===== src/rtl/cpu_trace_pkg.sv =====
// Shared definitions for the PC trace capture unit.
//   - tr_state_e : capture FSM state encoding (also driven out on the state port)
//   - TR_ONESHOT / TR_CIRC : values of the mode input
package cpu_trace_pkg;

    typedef enum logic [1:0] {
        TR_IDLE    = 2'd0,
        TR_CAPTURE = 2'd1,
        TR_POST    = 2'd2,
        TR_DONE    = 2'd3
    } tr_state_e;

    localparam logic TR_ONESHOT = 1'b0;
    localparam logic TR_CIRC    = 1'b1;

endpackage


===== src/rtl/pc_trace_buffer_if.sv =====
// Trace bus between the PC source / trace consumer and pc_trace_buffer.
//   pc, pc_valid      : committed PC stream tapped from the core
//   rd_valid, rd_ready: readout handshake, oldest entry first
//   rd_pc, rd_ts      : presented entry (zero when rd_valid is low)
// master = environment side, slave = pc_trace_buffer side.
interface pc_trace_buffer_if #(
    parameter int unsigned PC_W = 32,
    parameter int unsigned TS_W = 16
) ();
    logic [PC_W-1:0] pc;
    logic            pc_valid;
    logic            rd_valid;
    logic            rd_ready;
    logic [PC_W-1:0] rd_pc;
    logic [TS_W-1:0] rd_ts;

    modport master (
        output pc, pc_valid, rd_ready,
        input  rd_valid, rd_pc, rd_ts
    );

    modport slave (
        input  pc, pc_valid, rd_ready,
        output rd_valid, rd_pc, rd_ts
    );
endinterface


===== src/rtl/trace_ram.sv =====
// Trace entry storage: DEPTH x W, one synchronous write port, one
// asynchronous read port. Contents are never reset.
//   clk   : write clock
//   we    : write enable
//   waddr : write address
//   wdata : write data
//   raddr : read address
//   rdata : read data (combinational)
module trace_ram #(
    parameter int unsigned DEPTH = 16,
    parameter int unsigned W     = 48,
    localparam int unsigned AW   = $clog2(DEPTH)
) (
    input  logic          clk,
    input  logic          we,
    input  logic [AW-1:0] waddr,
    input  logic [W-1:0]  wdata,
    input  logic [AW-1:0] raddr,
    output logic [W-1:0]  rdata
);
    logic [W-1:0] mem [DEPTH];

    always_ff @(posedge clk) begin
        if (we) begin
            mem[waddr] <= wdata;
        end
    end

    assign rdata = mem[raddr];
endmodule


===== src/rtl/pc_trace_buffer.sv =====
// PC trace capture unit. Records accepted committed PCs with a free-running
// timestamp into a circular buffer, in one-shot or trigger/post-trigger mode,
// and offers the captured entries oldest-first over a valid/ready handshake.
//   clk, rst  : clock, synchronous active-high reset
//   bus       : PC input stream and readout handshake (slave modport)
//   arm       : one-cycle pulse, clears the buffer and starts capture
//   mode      : TR_ONESHOT or TR_CIRC
//   trig_en   : enable PC-match trigger on trig_pc
//   state     : FSM state
//   triggered : trigger seen since arm
//   count     : number of valid entries held
//   overflow  : entries overwritten since arm
module pc_trace_buffer
    import cpu_trace_pkg::*;
#(
    parameter int unsigned PC_W      = 32,
    parameter int unsigned DEPTH     = 16,
    parameter int unsigned TS_W      = 16,
    parameter int unsigned POST_TRIG = 8,
    parameter int unsigned CHG_ONLY  = 1,
    localparam int unsigned AW       = $clog2(DEPTH),
    localparam int unsigned CW       = AW + 1
) (
    input  logic             clk,
    input  logic             rst,
    pc_trace_buffer_if.slave bus,
    input  logic             arm,
    input  logic             mode,
    input  logic             trig_en,
    input  logic [PC_W-1:0]  trig_pc,
    output logic [1:0]       state,
    output logic             triggered,
    output logic [CW-1:0]    count,
    output logic             overflow
);
    tr_state_e       state_q, state_d;
    logic [AW-1:0]   wr_ptr_q;
    logic [CW-1:0]   count_q;
    logic [AW-1:0]   post_cnt_q;
    logic [TS_W-1:0] ts_q;
    logic [PC_W-1:0] last_pc_q;
    logic            last_vld_q;
    logic            triggered_q;
    logic            overflow_q;

    logic            full, capturing, accept, trig_hit, wr_en, pop, cap_trig, post_last;
    logic            rd_valid;
    logic [AW-1:0]   rd_addr;
    logic [PC_W+TS_W-1:0] rd_data;

    assign full      = (count_q == CW'(DEPTH));
    assign capturing = (state_q == TR_CAPTURE) || (state_q == TR_POST);
    assign accept    = bus.pc_valid &&
                       ((CHG_ONLY == 0) || !last_vld_q || (bus.pc != last_pc_q));
    // Trigger looks at the raw PC, not the change filter.
    assign trig_hit  = trig_en && bus.pc_valid && (bus.pc == trig_pc);
    // One-shot never overwrites; it leaves CAPTURE on the filling write.
    assign wr_en     = !arm && capturing && accept && ((mode == TR_CIRC) || !full);
    assign rd_valid  = (state_q == TR_DONE) && (count_q != '0);
    assign pop       = !arm && rd_valid && bus.rd_ready;
    assign cap_trig  = !arm && (state_q == TR_CAPTURE) && trig_hit;
    assign post_last = (state_q == TR_POST) && wr_en && (post_cnt_q == AW'(1));

    // When full, the low bits of count are zero and the oldest entry is at wr_ptr.
    assign rd_addr   = wr_ptr_q - count_q[AW-1:0];

    trace_ram #(
        .DEPTH (DEPTH),
        .W     (PC_W + TS_W)
    ) u_ram (
        .clk   (clk),
        .we    (wr_en),
        .waddr (wr_ptr_q),
        .wdata ({bus.pc, ts_q}),
        .raddr (rd_addr),
        .rdata (rd_data)
    );

    // FSM state register
    always_ff @(posedge clk) begin
        if (rst) begin
            state_q <= TR_IDLE;
        end else begin
            state_q <= state_d;
        end
    end

    // FSM next state
    always_comb begin
        state_d = state_q;
        if (arm) begin
            state_d = TR_CAPTURE;
        end else begin
            unique case (state_q)
                TR_IDLE: state_d = TR_IDLE;
                TR_CAPTURE: begin
                    if (cap_trig) begin
                        state_d = ((mode == TR_CIRC) && (POST_TRIG != 0)) ? TR_POST : TR_DONE;
                    end else if ((mode == TR_ONESHOT) && wr_en &&
                                 (count_q == CW'(DEPTH - 1))) begin
                        state_d = TR_DONE;
                    end
                end
                TR_POST: begin
                    if (post_last) begin
                        state_d = TR_DONE;
                    end
                end
                TR_DONE: begin
                    if ((count_q == '0) || (pop && (count_q == CW'(1)))) begin
                        state_d = TR_IDLE;
                    end
                end
                default: state_d = TR_IDLE;
            endcase
        end
    end

    // FSM outputs
    always_comb begin
        bus.rd_valid = rd_valid;
        bus.rd_pc    = '0;
        bus.rd_ts    = '0;
        if (rd_valid) begin
            bus.rd_pc = rd_data[PC_W+TS_W-1:TS_W];
            bus.rd_ts = rd_data[TS_W-1:0];
        end
    end

    // Pointers, counters and flags
    always_ff @(posedge clk) begin
        if (rst) begin
            wr_ptr_q    <= '0;
            count_q     <= '0;
            post_cnt_q  <= '0;
            ts_q        <= '0;
            last_pc_q   <= '0;
            last_vld_q  <= 1'b0;
            triggered_q <= 1'b0;
            overflow_q  <= 1'b0;
        end else begin
            ts_q <= ts_q + TS_W'(1);
            if (arm) begin
                wr_ptr_q    <= '0;
                count_q     <= '0;
                last_vld_q  <= 1'b0;
                triggered_q <= 1'b0;
                overflow_q  <= 1'b0;
            end else begin
                if (wr_en) begin
                    wr_ptr_q   <= wr_ptr_q + AW'(1);
                    last_pc_q  <= bus.pc;
                    last_vld_q <= 1'b1;
                    if (full) begin
                        overflow_q <= 1'b1;
                    end else begin
                        count_q <= count_q + CW'(1);
                    end
                end else if (pop) begin
                    count_q <= count_q - CW'(1);
                end
                if (cap_trig) begin
                    triggered_q <= 1'b1;
                    post_cnt_q  <= AW'(POST_TRIG);
                end else if ((state_q == TR_POST) && wr_en) begin
                    post_cnt_q <= post_cnt_q - AW'(1);
                end
            end
        end
    end

    assign state     = state_q;
    assign triggered = triggered_q;
    assign count     = count_q;
    assign overflow  = overflow_q;
endmodule


===== src/flat_wrapper.sv =====
// flat-port wrapper written by rule: the top's interface ports become plain ports
module pc_trace_buffer_flat import cpu_trace_pkg::*;
#(
    parameter int unsigned PC_W      = 32,
    parameter int unsigned DEPTH     = 16,
    parameter int unsigned TS_W      = 16,
    parameter int unsigned POST_TRIG = 8,
    parameter int unsigned CHG_ONLY  = 1,
    localparam int unsigned AW       = $clog2(DEPTH),
    localparam int unsigned CW       = AW + 1
)
  (clk, rst, arm, mode, trig_en, trig_pc, state, triggered, count, overflow, bus_pc, bus_pc_valid, bus_rd_ready, bus_rd_valid, bus_rd_pc, bus_rd_ts);
  pc_trace_buffer_if #(.PC_W(PC_W), .TS_W(TS_W)) bus_i ();
  input  logic clk;
  input  logic rst;
  input  logic arm;
  input  logic mode;
  input  logic trig_en;
  input  logic [PC_W-1:0] trig_pc;
  output logic [1:0] state;
  output logic triggered;
  output logic [CW-1:0] count;
  output logic overflow;
  input wire logic [$bits(bus_i.pc)-1:0] bus_pc;
  input wire logic [$bits(bus_i.pc_valid)-1:0] bus_pc_valid;
  input wire logic [$bits(bus_i.rd_ready)-1:0] bus_rd_ready;
  output wire logic [$bits(bus_i.rd_valid)-1:0] bus_rd_valid;
  output wire logic [$bits(bus_i.rd_pc)-1:0] bus_rd_pc;
  output wire logic [$bits(bus_i.rd_ts)-1:0] bus_rd_ts;
  assign bus_i.pc = bus_pc;
  assign bus_i.pc_valid = bus_pc_valid;
  assign bus_i.rd_ready = bus_rd_ready;
  assign bus_rd_valid = bus_i.rd_valid;
  assign bus_rd_pc = bus_i.rd_pc;
  assign bus_rd_ts = bus_i.rd_ts;
  pc_trace_buffer #(.PC_W(PC_W), .DEPTH(DEPTH), .TS_W(TS_W), .POST_TRIG(POST_TRIG), .CHG_ONLY(CHG_ONLY)) u_core (.clk(clk), .rst(rst), .bus(bus_i), .arm(arm), .mode(mode), .trig_en(trig_en), .trig_pc(trig_pc), .state(state), .triggered(triggered), .count(count), .overflow(overflow));
endmodule

===== config.mk =====
export PLATFORM = sky130hd
export DESIGN_NAME = pc_trace_buffer_flat
export DESIGN_NICKNAME = d
export VERILOG_FILES = /design/src/rtl/cpu_trace_pkg.sv /design/src/rtl/pc_trace_buffer_if.sv /design/src/rtl/trace_ram.sv /design/src/rtl/pc_trace_buffer.sv /design/src/flat_wrapper.sv
export SDC_FILE = /design/constraint.sdc
export NUM_CORES = 1
export LEC_CHECK = 0
export ABC_AREA = 0
export CORE_UTILIZATION = 39
export CTS_BUF_LIST = sky130_fd_sc_hd__clkbuf_4 sky130_fd_sc_hd__clkbuf_8
export DETAILED_ROUTE_END_ITERATION = 6
export PLACE_DENSITY = 0.58
export SLEW_MARGIN = 20
export SYNTH_ARGS = -nofsm -noshare
export SYNTH_HDL_FRONTEND = slang
export SYNTH_SLANG_ARGS = --single-unit

===== constraint.sdc =====
create_clock -name clk -period 12.16 [get_ports clk]
set_input_delay 3.648 -clock clk [delete_from_list [all_inputs] [get_ports clk]]
set_output_delay 3.648 -clock clk [all_outputs]
set_load 0.1 [all_outputs]

==> Yosys cells after proc, flatten, opt, wreduce, memory -nomap -nowiden <==
Memories as Yosys holds them, arrays and structs flattened.
Cells that the tools add are included.
Widths: inputs -> output; s select.
{ "word_totals": {"regBits": 66, "ramBits": 768, "input_bits": 71, "output_inout_bits": 58, "wordCells": 86, "memories": 1} }
{ "classes": {"n_addsub": 6, "eq_ne": 16, "muxes": 16, "bitwise_logic": 2, "reduce_logical": 35} }
{ "mem_list": {"columns": ["name", "words", "width", "read_ports", "rd_ports_with_merged_regs", "write_ports", "line", "text"], "rows": [
  ["u_core.u_ram.mem", 16, 48, 1, 0, 1, "trace_ram.sv:21", "logic [W-1:0] mem [DEPTH];"]
]} }
{ "op_table": {"columns": ["cell", "count"], "rows": [
  ["$eq 32x32->1", 1],
  ["$mux 32", 1],
  ["$ne 32x32->1", 1],
  ["$add 16x1->16 const B", 1],
  ["$logic_and 1x1->1", 16],
  ["$mux 16", 1],
  ["$mux 5", 3],
  ["$mux 2", 4],
  ["$mux 4", 2],
  ["$pmux 2 s4", 1],
  ["$reduce_and 2->1", 4],
  ["$ne 3x2->1 const B", 2],
  ["$reduce_and 3->1", 2],
  ["$add 5x1->5 const B", 1],
  ["$eq 5x1->1 const B", 1],
  ["$eq 5x4->1 const B", 1],
  ["$eq 5x5->1 const B", 1],
  ["$logic_not 5->1", 1],
  ["$reduce_bool 5->1", 1],
  ["$sub 5x1->5 const B", 1],
  ["$add 4x1->4 const B", 1],
  ["$eq 2x2->1 const B", 2],
  ["$eq 4x1->1 const B", 1],
  ["$logic_or 1x1->1", 4],
  ["13 further kinds", 21]
]} }

==> Depth between registers and ports, before layout <==
Gate-level depths: netlist (run 1).
{ "depth": {"ltp_word": 11, "depth_mapped": 11, "depth_no_buf": 9} }

==> Cells and area by module <==
Synthesis (run 1) repeated with hierarchy kept, for this count alone.
{ "hier_totals": {"cells_unflattened": 1704, "area_unflattened_um2": 32805.2} }
{ "by_module_without_submodules": {"columns": ["mod", "n_inst", "cells_each", "area_per_inst_um2", "seq_area_each_um2"], "rows": [
  ["trace_ram", 1, 1194, 28730.1, 23062.1],
  ["pc_trace_buffer", 1, 510, 4075.2, 1321.3]
]} }

==> Worst setup path after synthesis (run 1) <==
No wires, ideal clock.
{ "synth_path": {"path_type": "register -> output", "startpoint": "register u_core.count_q[0], in the netlist u_core.count[0]", "endpoint": "output bus_rd_pc[0]", "arrival_time_ns": 5.130, "setup_slack_ns": 3.382, "path_stages_with_launch": 9, "cell_sequence": "dfxtp_1 > ha_1 > fa_1 > clkbuf_1 > buf_1 > buf_1 > mux4_2 > mux2i_1 > a211oi_1"} }
{ "synth_via": {"elab_chain_cells": 3, "word_cells_on_any_way": 5, "cone_classes": "add/sub (1); mux (1); reduce/logical (2); memory (1)"} }
{ "synth_rtl": {"columns": ["element", "line", "text"], "rows": [
  ["from (decl)", "pc_trace_buffer.sv:38", "logic [CW-1:0] count_q;"],
  ["from (signal assigned)", "pc_trace_buffer.sv:157", "count_q <= count_q + CW'(1);"],
  ["from (signal assigned)", "pc_trace_buffer.sv:160", "count_q <= count_q - CW'(1);"],
  ["$sub 4x4->4 / $reduce_bool 5->1 (equally long branches)", "pc_trace_buffer.sv:65, pc_trace_buffer.sv:59", null],
  ["$mem_v2 16x48 / $logic_and 1x1->1 (equally long branches)", null, null],
  ["$mux 32 *", "pc_trace_buffer.sv:124", "if (rd_valid) begin"],
  ["to (decl)", "flat_wrapper.sv:28", "output wire logic [$bits(bus_i.rd_pc)-1:0] bus_rd_pc;"]
]} }
Mark *: on every way between the ends. The rest lies on a longest branch, timed or not.

==> Worst setup path after layout (run 1) <==
{ "layout_path": {"startpoint": "register u_core.wr_ptr_q[0]", "endpoint": "output bus_rd_ts[0]"} }
{ "layout_via": {"elab_chain_cells": 3} }
{ "layout_rtl": {"columns": ["element", "line", "text"], "rows": [
  ["from (decl)", "pc_trace_buffer.sv:37", "logic [AW-1:0] wr_ptr_q;"],
  ["from (signal assigned)", "pc_trace_buffer.sv:151", "wr_ptr_q <= wr_ptr_q + AW'(1);"],
  ["$sub 4x4->4", "pc_trace_buffer.sv:65", "assign rd_addr = wr_ptr_q - count_q[AW-1:0];"],
  ["$mem_v2 16x48", null, null],
  ["$mux 16", "pc_trace_buffer.sv:124", null],
  ["to (decl)", "flat_wrapper.sv:29", "output wire logic [$bits(bus_i.rd_ts)-1:0] bus_rd_ts;"]
]} }
Every way passes these cells.

==> results of run 1 <==
[registers in the layout, indices dropped and copies added, names as in the netlist, 2 cells and up]
register,flops
u_core.count,5
u_core.post_cnt_q,4
u_core.ts_q,16
u_core.wr_ptr_q,4
u_core.u_ram.mem,768
u_core.last_pc_q,32
u_core.state,2
[worst min-delay path: stages, from the launching register on]
cell     delay, ns
dfxtp_1       0.31
nand2_1       0.05
a21oi_1       0.05
[synth_stat cells (7+ instances only)]
master      n
a21oi_1    43
nor4_1     17
nand2_1    84
xnor2_1    37
mux4_2    192
buf_2      24
dfxtp_1    66
nor3_1     16
nor2b_1    50
and3_1      7
clkbuf_1   53
ha_1       17
mux2i_1    49
xor2_1     46
inv_1      19
nand3_1    15
nand4_1    15
a211oi_1   97
nor2_1     40
buf_1      15
edfxtp_1  768
[cells by family after synthesis]
logic type	Yosys count	synth area share (%)
DFF	834	73.7
and+or+nand+nor	266	4.07
muxes	241	14.6
AOI/OAI and AO/OA	162	3.32
buffers and inverters	113	1.42
xor gates and xnor gates	83	2.20
adders and majority gates	18	0.704
[layout by cell type (no fill, tap or decap), types with 2 or more instances in the layout]
master | netlist | layout
and4_1 | 2 | 2
dfxtp_1 | 66 | 66
nand3_1 | 15 | 15
buf_4 | 0 | 45
and3_1 | 7 | 7
o21a_1 | 4 | 4
nor3_1 | 16 | 12
ha_1 | 17 | 16
nand2_1 | 84 | 84
or2_2 | 2 | 2
mux4_2 | 192 | 192
clkdlybuf4s50_1 | 0 | 127
nor2_1 | 40 | 27
buf_12 | 0 | 3
nor3_2 | 0 | 4
nand4_1 | 15 | 15
xor2_1 | 46 | 46
o31ai_1 | 2 | 2
inv_1 | 19 | 19
mux2i_1 | 49 | 49
or3_1 | 3 | 3
o22ai_1 | 2 | 2
nand2b_1 | 4 | 4
edfxtp_1 | 768 | 768
clkinv_1 | 0 | 24
nor3b_1 | 2 | 2
xnor2_2 | 0 | 2
clkbuf_4 | 0 | 51
nor2b_1 | 50 | 50
nor2_4 | 0 | 13
clkbuf_8 | 0 | 148
a211oi_1 | 97 | 97
inv_6 | 0 | 4
clkinv_2 | 0 | 7
clkinvlp_4 | 0 | 2
nor4_1 | 17 | 17
o21ai_0 | 4 | 4
xnor2_1 | 37 | 35
a21oi_1 | 43 | 43
[per-stage QoR]
step	util, %	hold slack (ns)	cell area (µm²)
after detailed placement	42.9	0.447	35900
after floorplan	-	0.436	33100
after CTS	46.0	0.455	38600
after global routing	46.0	0.488	38600
after global placement	42.9	0.442	35900
final	46.0	0.456	38600
[final timing paths]
kind	endpoint	slack (ns)
max	bus_rd_ts[0]	2.72
min	u_core.last_pc_q[15]	0.46
max reg2reg	u_core.u_ram.mem[8][35]	7.40
min reg2reg	u_core.last_pc_q[15]	0.46
[power by group through the flow]
stage | Combinational, mW | Sequential, mW | Clock (mW)
2_1_floorplan | 0.178 | 3.21 | 0
3_3_place_gp | 0.301 | 3.20 | 0
3_5_place_dp | 0.305 | 3.20 | 0
4_1_cts | 0.306 | 3.14 | 2.42
5_1_grt | 0.325 | 3.14 | 2.53
6_report | 0.300 | 3.14 | 2.36
[area by class of cell]
| type | instances | area (µm²) | area share [%] |
|---|---|---|---|
| Sequential cell | 834 | 24400 | 63.2 |
| Multi-Input combinational cell | 770 | 8380 | 21.7 |
| Clock buffer | 199 | 2420 | 6.27 |
| Timing Repair Buffer | 176 | 1670 | 4.34 |
| Tap cell | 1134 | 1420 | 3.68 |
| Clock inverter | 39 | 221 | 0.574 |
| Inverter | 19 | 71.3 | 0.185 |
| Antenna cell | 1 | 2.50 | 0.00649 |
[routing by layer]
layer	global-route usage [%]	part of all wire, %	up-vias
li1	-	-	7416
met1	25.2	44	8908
met2	30.0	48	521
met3	3.49	5.2	125
met4	6.54	2.5	0
met5	0	0	-
==> impl_summary.txt, run 1 <==
----------------------------------------------------
[Min path]
  Hold Crit Start ... u_core.last_pc_q[15]
  Hold depth ... 2
  Class of the tightest hold or removal check ... reg2reg

[Setup path]
  Startpoint of the worst register-to-register path ... u_core.count[0]
  Data arrival time at the worst-slack endpoint ... 5.80 ns
  Source of the critical timing path ... u_core.wr_ptr_q[0]
  Setup CP Type ... reg2out
  Element type at the critical path start ... flip-flop
  Largest delay share family, worst path ... buffers and inverters
  Critical-path cell with the highest stage delay ... clkdlybuf4s50_1
  Slowest cell delay on critical path ... 1.26 ns
  Required time reported for the critical path endpoint ... 8.51 ns
  Crit path capture type ... primary output
  Critical path depth in cells ... 9
  Most common cell on crit path ... a211oi_1
  Worst-path fanout max ... 46
  Number of buffers and inverters on the critical path ... 3
  CP Cell Sequence ... inv_1, ha_4, fa_4, buf_4, mux4_2, nor2b_1, a211oi_1, a211oi_1, clkdlybuf4s50_1
  Depth of the worst register-to-register path ... 9

[Detailed routing]
  Number of search-and-repair iterations in the first detailed-routing pass ... 7
  Final routed wirelength across all metal layers ... 78.8 mm
  Number of DRC violations after detailed routing ... 0
  Number of DRC markers after the initial detailed-route iteration ... 1380
  Residual antenna-violating net count after detailed routing ... 0
  Vias ... 17000
  Mean number of vias per cell ... 5.35
  Wire length per cell ... 24.8 µm

[CTS]
  Clock input transition at the sequential cells of the worst setup and hold paths ... 0.06 ns
  CTS tree ... built
  Insertion delay of the later-clocked pin in the worst-skew pair ... 0.78 ns
  Number of hold buffers added after cts ... 0
  Depth of the CTS H-tree ... 4
  TritonCTS Buffers ... 135
  Post-CTS repair timing setup buffer count ... 0
  Maximum clock insertion buffer count ... 3
  Post-cts sizing count ... 0
  Number of clock sinks ... 834
  Clk Tree Root Cell ... clkbuf_8

[Power]
  Net Sw Power ... 1.25 mW
  Largest vdd supply drop ... 0.104 mV
  Switching share of power ... 21.6%
  Overall power after layout ... 5.81 mW
  Int Power ... 4.56 mW
  Power Density ... 151 nW/µm²
  Relative contribution of combinational cells to total power ... 5.2%
  Clock power share ... 40.7%
  Share of power burned in registers ... 54.1%
  P_leak ... 12.3 nW

[Final layout]
  Synthesis-to-finish area growth ... 16.6%
  Number of non-filler instances in the completed layout ... 3172
  Total of fill cells in the finished design ... 7172
  Share of final-layout standard cells stronger than drive strength 1 ... 23.7%
  Final #Nets ... 2025

[Global routing]
  GR Util All Layers ... 18.6%
  Number of global-route vias before repair ... 18000
  Final global-route overflow total ... 0
  Antenna violations before repair ... 2
  Wire length of the first global-routing pass ... 116 mm
  Maximum number of pins on one net before global-route repair ... 145

[Placed design]
  Count of port buffers added during placement ... 128
  Dpl hpwl ... 41.7 mm
  DP Worst Slack ... 3.40 ns
  Placer Congestion ... 0.780
  Dpl cells ... 2933

[Floorplan]
  I/O pins ... 129
  Die footprint ... 86000 µm²
  Area of the core ... 83800 µm²
  Die width ... 293 µm
  Starting utilization of the core area ... 39.5%
  Placement row count ... 106
  Vert. Die Dim ... 293 µm

[STA]
  Final cycle utilization of the critical path ... 77.7%
  Unrepaired setup endpoints after global routing ... no
  Measured slew at the worst slew-check pin ... 1.08 ns
  Maximum clock frequency ... 106 MHz
  Minimum setup slack in the final design ... 2.72 ns
  Final Slew Violations ... 0
  Sum of negative setup slack ... 0 ns
  Final min period ... 9.44 ns
  Clk_skew ... 0.0544 ns
  Final count of negative-setup-slack endpoints ... 0
  Headroom to the max-slew limit ... 27.8%
  Number of hold violations in the final report ... 0

[Synth]
  Post-synthesis instance total ... 1717
  Share of the yosys chip area belonging to registers ... 73.7%
  Ys async rst share ... 0%
  Primary FF master, synth ... edfxtp_1
  Count of distinct cell types in the synthesized netlist ... 50
  Cell taking the most area after synthesis ... edfxtp_1
  Post-synthesis instance area ... 33100 µm²
  Number of warnings issued by yosys ... 0
  Share of the synthesized area in the top cell type ... 69.7%
  Synth area leaders ... edfxtp_1 (70%), mux4_2 (13%), dfxtp_1 (4.0%), a211oi_1 (2.2%), mux2i_1 (1.5%)
  Count of state elements after synthesis ... 834
  Total nets after synthesis ... 1806
  EDFF count, synth ... 768
  Average size of a mapped cell ... 19.3 µm²

[Status]
  Outcome ... finished, final reports clean

[Flow run]
  Max Cap Violations ... 0

----------------------------------------------------
(Power assumes the default switching activity.)
==> run 2, diff against run 1 <==
PLACE_DENSITY = 0.6   (was 0.58)
clock period = 8.2 ns   (was 12.16 ns; I/O delays follow)
==> run 2 against run 1 <==
Count of clock-buffer cells in the layout down 12. Power up 48%. Clock skew down 0.015 ns. Design area up 0.56%. Routed wire length up 3.6%. Combinational power up 55%. Core utilization up 0.26 points. Register-to-register slack worse by 3.5 ns. Largest cell class unchanged. Largest power group unchanged.
==> impl_summary.txt, run 2 (synthesis results as in run 1) <==
----------------------------------------------------
[Detailed routing]
  Wire length per cell ... 25.5 µm
  Final routed wirelength across all metal layers ... 81.6 mm
  Vias ... 17300
  Number of DRC violations after detailed routing ... 0
  Number of search-and-repair iterations in the first detailed-routing pass ... 6
  Mean number of vias per cell ... 5.41
  Number of DRC markers after the initial detailed-route iteration ... 1419
  Residual antenna-violating net count after detailed routing ... 0

[Floorplan]
  Starting utilization of the core area ... 39.5%
  Area of the core ... 83800 µm²
  I/O pins ... 129
  Placement row count ... 106
  Vert. Die Dim ... 293 µm
  Die footprint ... 86000 µm²
  Die width ... 293 µm

[Final layout]
  Share of final-layout standard cells stronger than drive strength 1 ... 26.2%
  Largest registers in the final layout ... u_core.u_ram.mem (768), u_core.last_pc_q (32), u_core.ts_q (16)
  Register name with the most flops ... u_core.u_ram.mem
  Number of flip-flops in the largest register ... 768
  Summed area of non-filler cells in the final layout ... 38800 µm²
  Most used cells in the layout excluding fill and tap cells ... edfxtp_1 (768), mux4_2 (192), clkbuf_8 (142), a211oi_1 (97), clkdlybuf4s50_1 (97)
  Final #Nets ... 2049
  Most common library cell in the layout ignoring fill and taps ... edfxtp_1
  Synthesis-to-finish area growth ... 17.3%

[CTS]
  Clock input transition at the sequential cells of the worst setup and hold paths ... 0.06 ns
  Number of hold buffers added after cts ... 0
  Post-cts sizing count ... 0
  Insertion delay of the later-clocked pin in the worst-skew pair ... 0.79 ns
  Number of clock sinks ... 834
  TritonCTS Buffers ... 132
  Post-CTS repair timing setup buffer count ... 0
  Depth of the CTS H-tree ... 4
  CTS tree ... built
  Clk Tree Root Cell ... clkbuf_8
  Maximum clock insertion buffer count ... 3

[Setup path]
  Required time reported for the critical path endpoint ... 5.74 ns
  Most common cell on crit path ... a211oi_1
  CP Cell Sequence ... inv_1, ha_4, fa_4, buf_4, mux4_2, nor2b_1, a211oi_1, a211oi_1, clkdlybuf4s50_1
  Worst-path fanout max ... 41
  Setup CP Type ... reg2out
  Largest delay share family, worst path ... buffers and inverters
  Element type at the critical path start ... flip-flop
  Number of buffers and inverters on the critical path ... 3
  Critical R2R Capture ... u_core.u_ram.mem[13][19]
  Data arrival time at the worst-slack endpoint ... 5.10 ns
  Slowest cell delay on critical path ... 1.20 ns
  Depth of the worst register-to-register path ... 9
  Reg2reg setup slack ... 3.91 ns
  Critical-path cell with the highest stage delay ... fa_4
  Startpoint of the worst register-to-register path ... u_core.count[1]
  Crit path capture type ... primary output

[Global routing]
  GR Util All Layers ... 19.2%
  Maximum number of pins on one net before global-route repair ... 97
  Final global-route overflow total ... 0
  Number of global-route vias before repair ... 18100
  Antenna violations before repair ... 1
  Wire length of the first global-routing pass ... 119 mm

[STA]
  Final Slew Violations ... 0
  Sum of negative setup slack ... 0 ns
  Unrepaired setup endpoints after global routing ... no
  Final min period ... 7.56 ns
  Maximum clock frequency ... 132 MHz
  Number of hold violations in the final report ... 0
  Clk_skew ... 0.0391 ns
  Measured slew at the worst slew-check pin ... 1.08 ns
  Headroom to the max-slew limit ... 28.1%
  Final cycle utilization of the critical path ... 92.2%
  Final count of negative-setup-slack endpoints ... 0

[Min path]
  Endpoint of the worst hold-timing path ... u_core.last_pc_q[15]
  Hold Crit Start ... u_core.last_pc_q[15]
  Class of the tightest hold or removal check ... reg2reg
  Hold depth ... 2

[Placed design]
  Total placed instance area ... 36200 µm²
  Dpl hpwl ... 45.2 mm
  Placer Congestion ... 0.803
  Count of port buffers added during placement ... 128

[Power]
  P_leak ... 12.5 nW
  Largest vdd supply drop ... 0.139 mV
  Power Density ... 222 nW/µm²
  Overall power after layout ... 8.62 mW

[Flow run]
  Max Cap Violations ... 0

[Status]
  Outcome ... finished, final reports clean

----------------------------------------------------
==> run 2: changes by cell type in the layout (fill, tap and decap cells not counted), sizes merged <==
cell / change
buf: +57
clkdlybuf4s50: -30
clkbuf: -12
clkinv: +6
inv: +6
==> run 2: layer usage <==
metal	share of wire [%]	global-route usage, %	up-vias
li1	-	-	7476
met1	43	26.2	9083
met2	48	30.5	615
met3	6.3	4.17	123
met4	2.6	6.63	0
met5	0	0	-
==> run 2: worst register-to-register path, stage by stage (launching register included) <==
cell and delay, ns:
dfxtp_1 0.51, inv_1 0.19, ha_1 0.23, or3b_4 0.26
or2_1 0.26, o21ai_1 0.23, nor2_4 0.76, nand2_1 0.43
nor2_4 0.75, buf_4 0.35
==> run 2: worst max path at each step <==
stage	endpoint	slack (ns)	cells after the start	start
after global routing	bus_rd_pc[9]	0.42	8	u_core.wr_ptr_q[0]
after detailed placement	bus_rd_pc[9]	1.44	8	u_core.wr_ptr_q[0]
after CTS	bus_rd_pc[9]	0.54	8	u_core.wr_ptr_q[0]
final	bus_rd_pc[22]	0.64	9	u_core.wr_ptr_q[0]
after floorplan	bus_rd_pc[0]	0.61	8	u_core.count[0]
after global placement	bus_rd_pc[9]	1.42	8	u_core.wr_ptr_q[0]
==> run 2: final cells by class <==
| type | count | area, µm² |
|---|---|---|
| Antenna cell | 1 | 2.50 |
| Clock buffer | 187 | 2290 |
| Clock inverter | 51 | 315 |
| Fill cell | 7109 | 45000 |
| Inverter | 19 | 71.3 |
| Multi-Input combinational cell | 770 | 8390 |
| Sequential cell | 834 | 24400 |
| Tap cell | 1134 | 1420 |
| Timing Repair Buffer | 203 | 1910 |
==> run 2: per-stage QoR <==
stage | worst slack [ns] | utilization [%] | cells | hold slack [ns]
floorplan | 0.610 | - | 1717 | 0.436
global placement | 1.42 | 43.2 | 2960 | 0.446
detailed placement | 1.44 | 43.2 | 2960 | 0.448
CTS | 0.545 | 46.3 | 3198 | 0.456
global route | 0.421 | 46.3 | 3199 | 0.480
finish | 0.639 | 46.3 | 3199 | 0.458
==> run 2: power breakdown <==
group	total (mW)	switching, mW	internal, mW
Combinational	0.464	0.267	0.197
Clock	3.49	1.64	1.85
Sequential	4.66	0.0146	4.65
Total	8.62	1.92	6.70
==> run 3, diff against run 2 <==
==> constraint.sdc (replaced) <==
create_clock -name clk -period 8.2 [get_ports clk]
set_input_delay 2.46 -clock clk [delete_from_list [all_inputs] [get_ports clk]]
set_output_delay 2.46 -clock clk [all_outputs]
set_load 0.01 [all_outputs]
==> run 3 against run 2 <==
Final cell count is essentially flat. Combinational power decreased by 3%. Global-route usage fell by 0.14 points. Flip-flop and latch count stayed put. Via count up 0.40%. Critical path type unchanged. Critical endpoint is now bus_rd_pc[13]. Largest cell class unchanged.
==> impl_summary.txt, run 3 (synthesis results as in run 1) <==
----------------------------------------------------
[Final layout]
  Most common library cell in the layout ignoring fill and taps ... edfxtp_1
  Summed area of non-filler cells in the final layout ... 38900 µm²
  Register name with the most flops ... u_core.u_ram.mem
  Share of final-layout standard cells stronger than drive strength 1 ... 24.6%
  Number of flip-flops in the largest register ... 768
  Final #Nets ... 2041
  Synthesis-to-finish area growth ... 17.6%
  Largest registers in the final layout ... u_core.u_ram.mem (768), u_core.last_pc_q (32), u_core.ts_q (16)
  Most used cells in the layout excluding fill and tap cells ... edfxtp_1 (768), mux4_2 (192), clkbuf_8 (143), clkdlybuf4s50_1 (127), a211oi_1 (97)
  Total of fill cells in the finished design ... 7235

[STA]
  Measured slew at the worst slew-check pin ... 1.06 ns
  Worst hold margin ... 0.459 ns
  Final Slew Violations ... 0
  Final cycle utilization of the critical path ... 91.3%
  Final count of negative-setup-slack endpoints ... 0
  Headroom to the max-slew limit ... 29.4%
  Unrepaired setup endpoints after global routing ... no
  Number of hold violations in the final report ... 0
  Clk_skew ... 0.0269 ns
  Final min period ... 7.49 ns
  Sum of negative setup slack ... 0 ns
  Minimum setup slack in the final design ... 0.713 ns
  Maximum clock frequency ... 134 MHz

[CTS]
  TritonCTS Buffers ... 134
  Maximum clock insertion buffer count ... 3
  Post-CTS repair timing setup buffer count ... 0
  Number of clock sinks ... 834
  Number of hold buffers added after cts ... 0
  Post-cts sizing count ... 0
  Depth of the CTS H-tree ... 4
  Insertion delay of the later-clocked pin in the worst-skew pair ... 0.77 ns
  Clk Tree Root Cell ... clkbuf_8
  CTS tree ... built
  Clock input transition at the sequential cells of the worst setup and hold paths ... 0.05 ns

[Min path]
  Endpoint of the worst hold-timing path ... u_core.last_pc_q[15]
  Class of the tightest hold or removal check ... reg2reg
  Hold Crit Start ... u_core.last_pc_q[15]
  Hold depth ... 2

[Detailed routing]
  Number of search-and-repair iterations in the first detailed-routing pass ... 6
  Wire length per cell ... 25.4 µm
  Mean number of vias per cell ... 5.43
  Vias ... 17400
  Residual antenna-violating net count after detailed routing ... 0
  Final routed wirelength across all metal layers ... 81.2 mm
  Number of DRC violations after detailed routing ... 0
  Number of DRC markers after the initial detailed-route iteration ... 1599

[Floorplan]
  Die width ... 293 µm
  Placement row count ... 106
  Vert. Die Dim ... 293 µm
  Area of the core ... 83800 µm²
  I/O pins ... 129
  Starting utilization of the core area ... 39.5%
  Die footprint ... 86000 µm²

[Power]
  P_leak ... 12.4 nW
  Power Density ... 223 nW/µm²
  Overall power after layout ... 8.69 mW
  Largest vdd supply drop ... 0.161 mV

[Global routing]
  GR Util All Layers ... 19.1%
  Final global-route overflow total ... 0
  Wire length of the first global-routing pass ... 118 mm
  Number of global-route vias before repair ... 18100
  Antenna violations before repair ... 2
  Maximum number of pins on one net before global-route repair ... 145

[Setup path]
  Setup CP Type ... reg2out
  Reg2reg setup slack ... 4.23 ns
  Required time reported for the critical path endpoint ... 5.74 ns
  Depth of the worst register-to-register path ... 8
  Worst-path fanout max ... 37
  Crit path capture type ... primary output
  Critical R2R Capture ... u_core.u_ram.mem[11][36]
  Data arrival time at the worst-slack endpoint ... 5.03 ns
  Startpoint of the worst register-to-register path ... u_core.count[1]
  Element type at the critical path start ... flip-flop

[Placed design]
  DP Worst Slack ... 1.48 ns
  Total placed instance area ... 36200 µm²
  Dpl hpwl ... 44.0 mm
  Placer Congestion ... 0.813
  Count of port buffers added during placement ... 128

[Status]
  Outcome ... finished, final reports clean

[Flow run]
  Max Cap Violations ... 0

----------------------------------------------------
## run 3: changes by cell type in the layout (fill, tap and decap cells not counted), moves of 2 or more
cell             before  now
buf_4                93   53
bufinv_16             1    5
clkbuf_4             45   43
clkdlybuf4s50_1      97  127
clkinv_1             22   24
clkinv_2             16   21
clkinvlp_4            2    8
inv_6                 4    1
inv_8                 5    1
## run 3: per-stage QoR
step / utilization, % / instances
after detailed placement: 43.2 / 2950
after global placement: 43.2 / 2950
after CTS: 46.4 / 3196
final: 46.4 / 3198
after global routing: 46.4 / 3197
after floorplan: - / 1717
## run 3: how the worst max path moves through the flow
stage | start | end | slack (ns)
after floorplan | bus_pc[31] | u_core.u_ram.mem[0][0] | 0.88
after global placement | u_core.wr_ptr_q[0] | bus_rd_pc[13] | 1.46
after detailed placement | u_core.wr_ptr_q[0] | bus_rd_pc[13] | 1.48
after CTS | u_core.wr_ptr_q[0] | bus_rd_pc[13] | 0.64
after global routing | u_core.wr_ptr_q[0] | bus_rd_pc[13] | 0.57
final | u_core.wr_ptr_q[0] | bus_rd_pc[13] | 0.71
## run 3: layout make-up
type,count,area (µm²),share of cell area (%)
well taps,1134,1420,3.65
flip-flops and latches,834,24400,62.7
inverters,19,71.3,0.183
diodes,2,5.00,0.0129
repair buffers,193,1930,4.96
multi-input cells,770,8380,21.5
clock inverters,60,425,1.09
clock buffers,186,2290,5.89
## run 3: critical path, stage by stage, from the launching register on
cell and delay (ns):
dfxtp_1 0.42, inv_1 0.14, ha_4 0.19, fa_4 1.20
buf_4 0.50, mux4_2 0.27, a211oi_1 0.07, a211oi_1 0.76
clkdlybuf4s50_1 0.69
## run 3: routing by layer
metal	up-vias	GRT usage, %	routed length [µm]
li1	7470	-	-
met1	9147	25.5	34500
met2	614	31.2	39800
met3	136	4.02	5070
met4	0	6.25	1840
met5	-	0	0
## run 3: where the power goes
part / internal, mW / switching, mW
clock network: 1.97 / 1.60
registers: 4.65 / 0.0147
logic: 0.196 / 0.254
total: 6.81 / 1.87
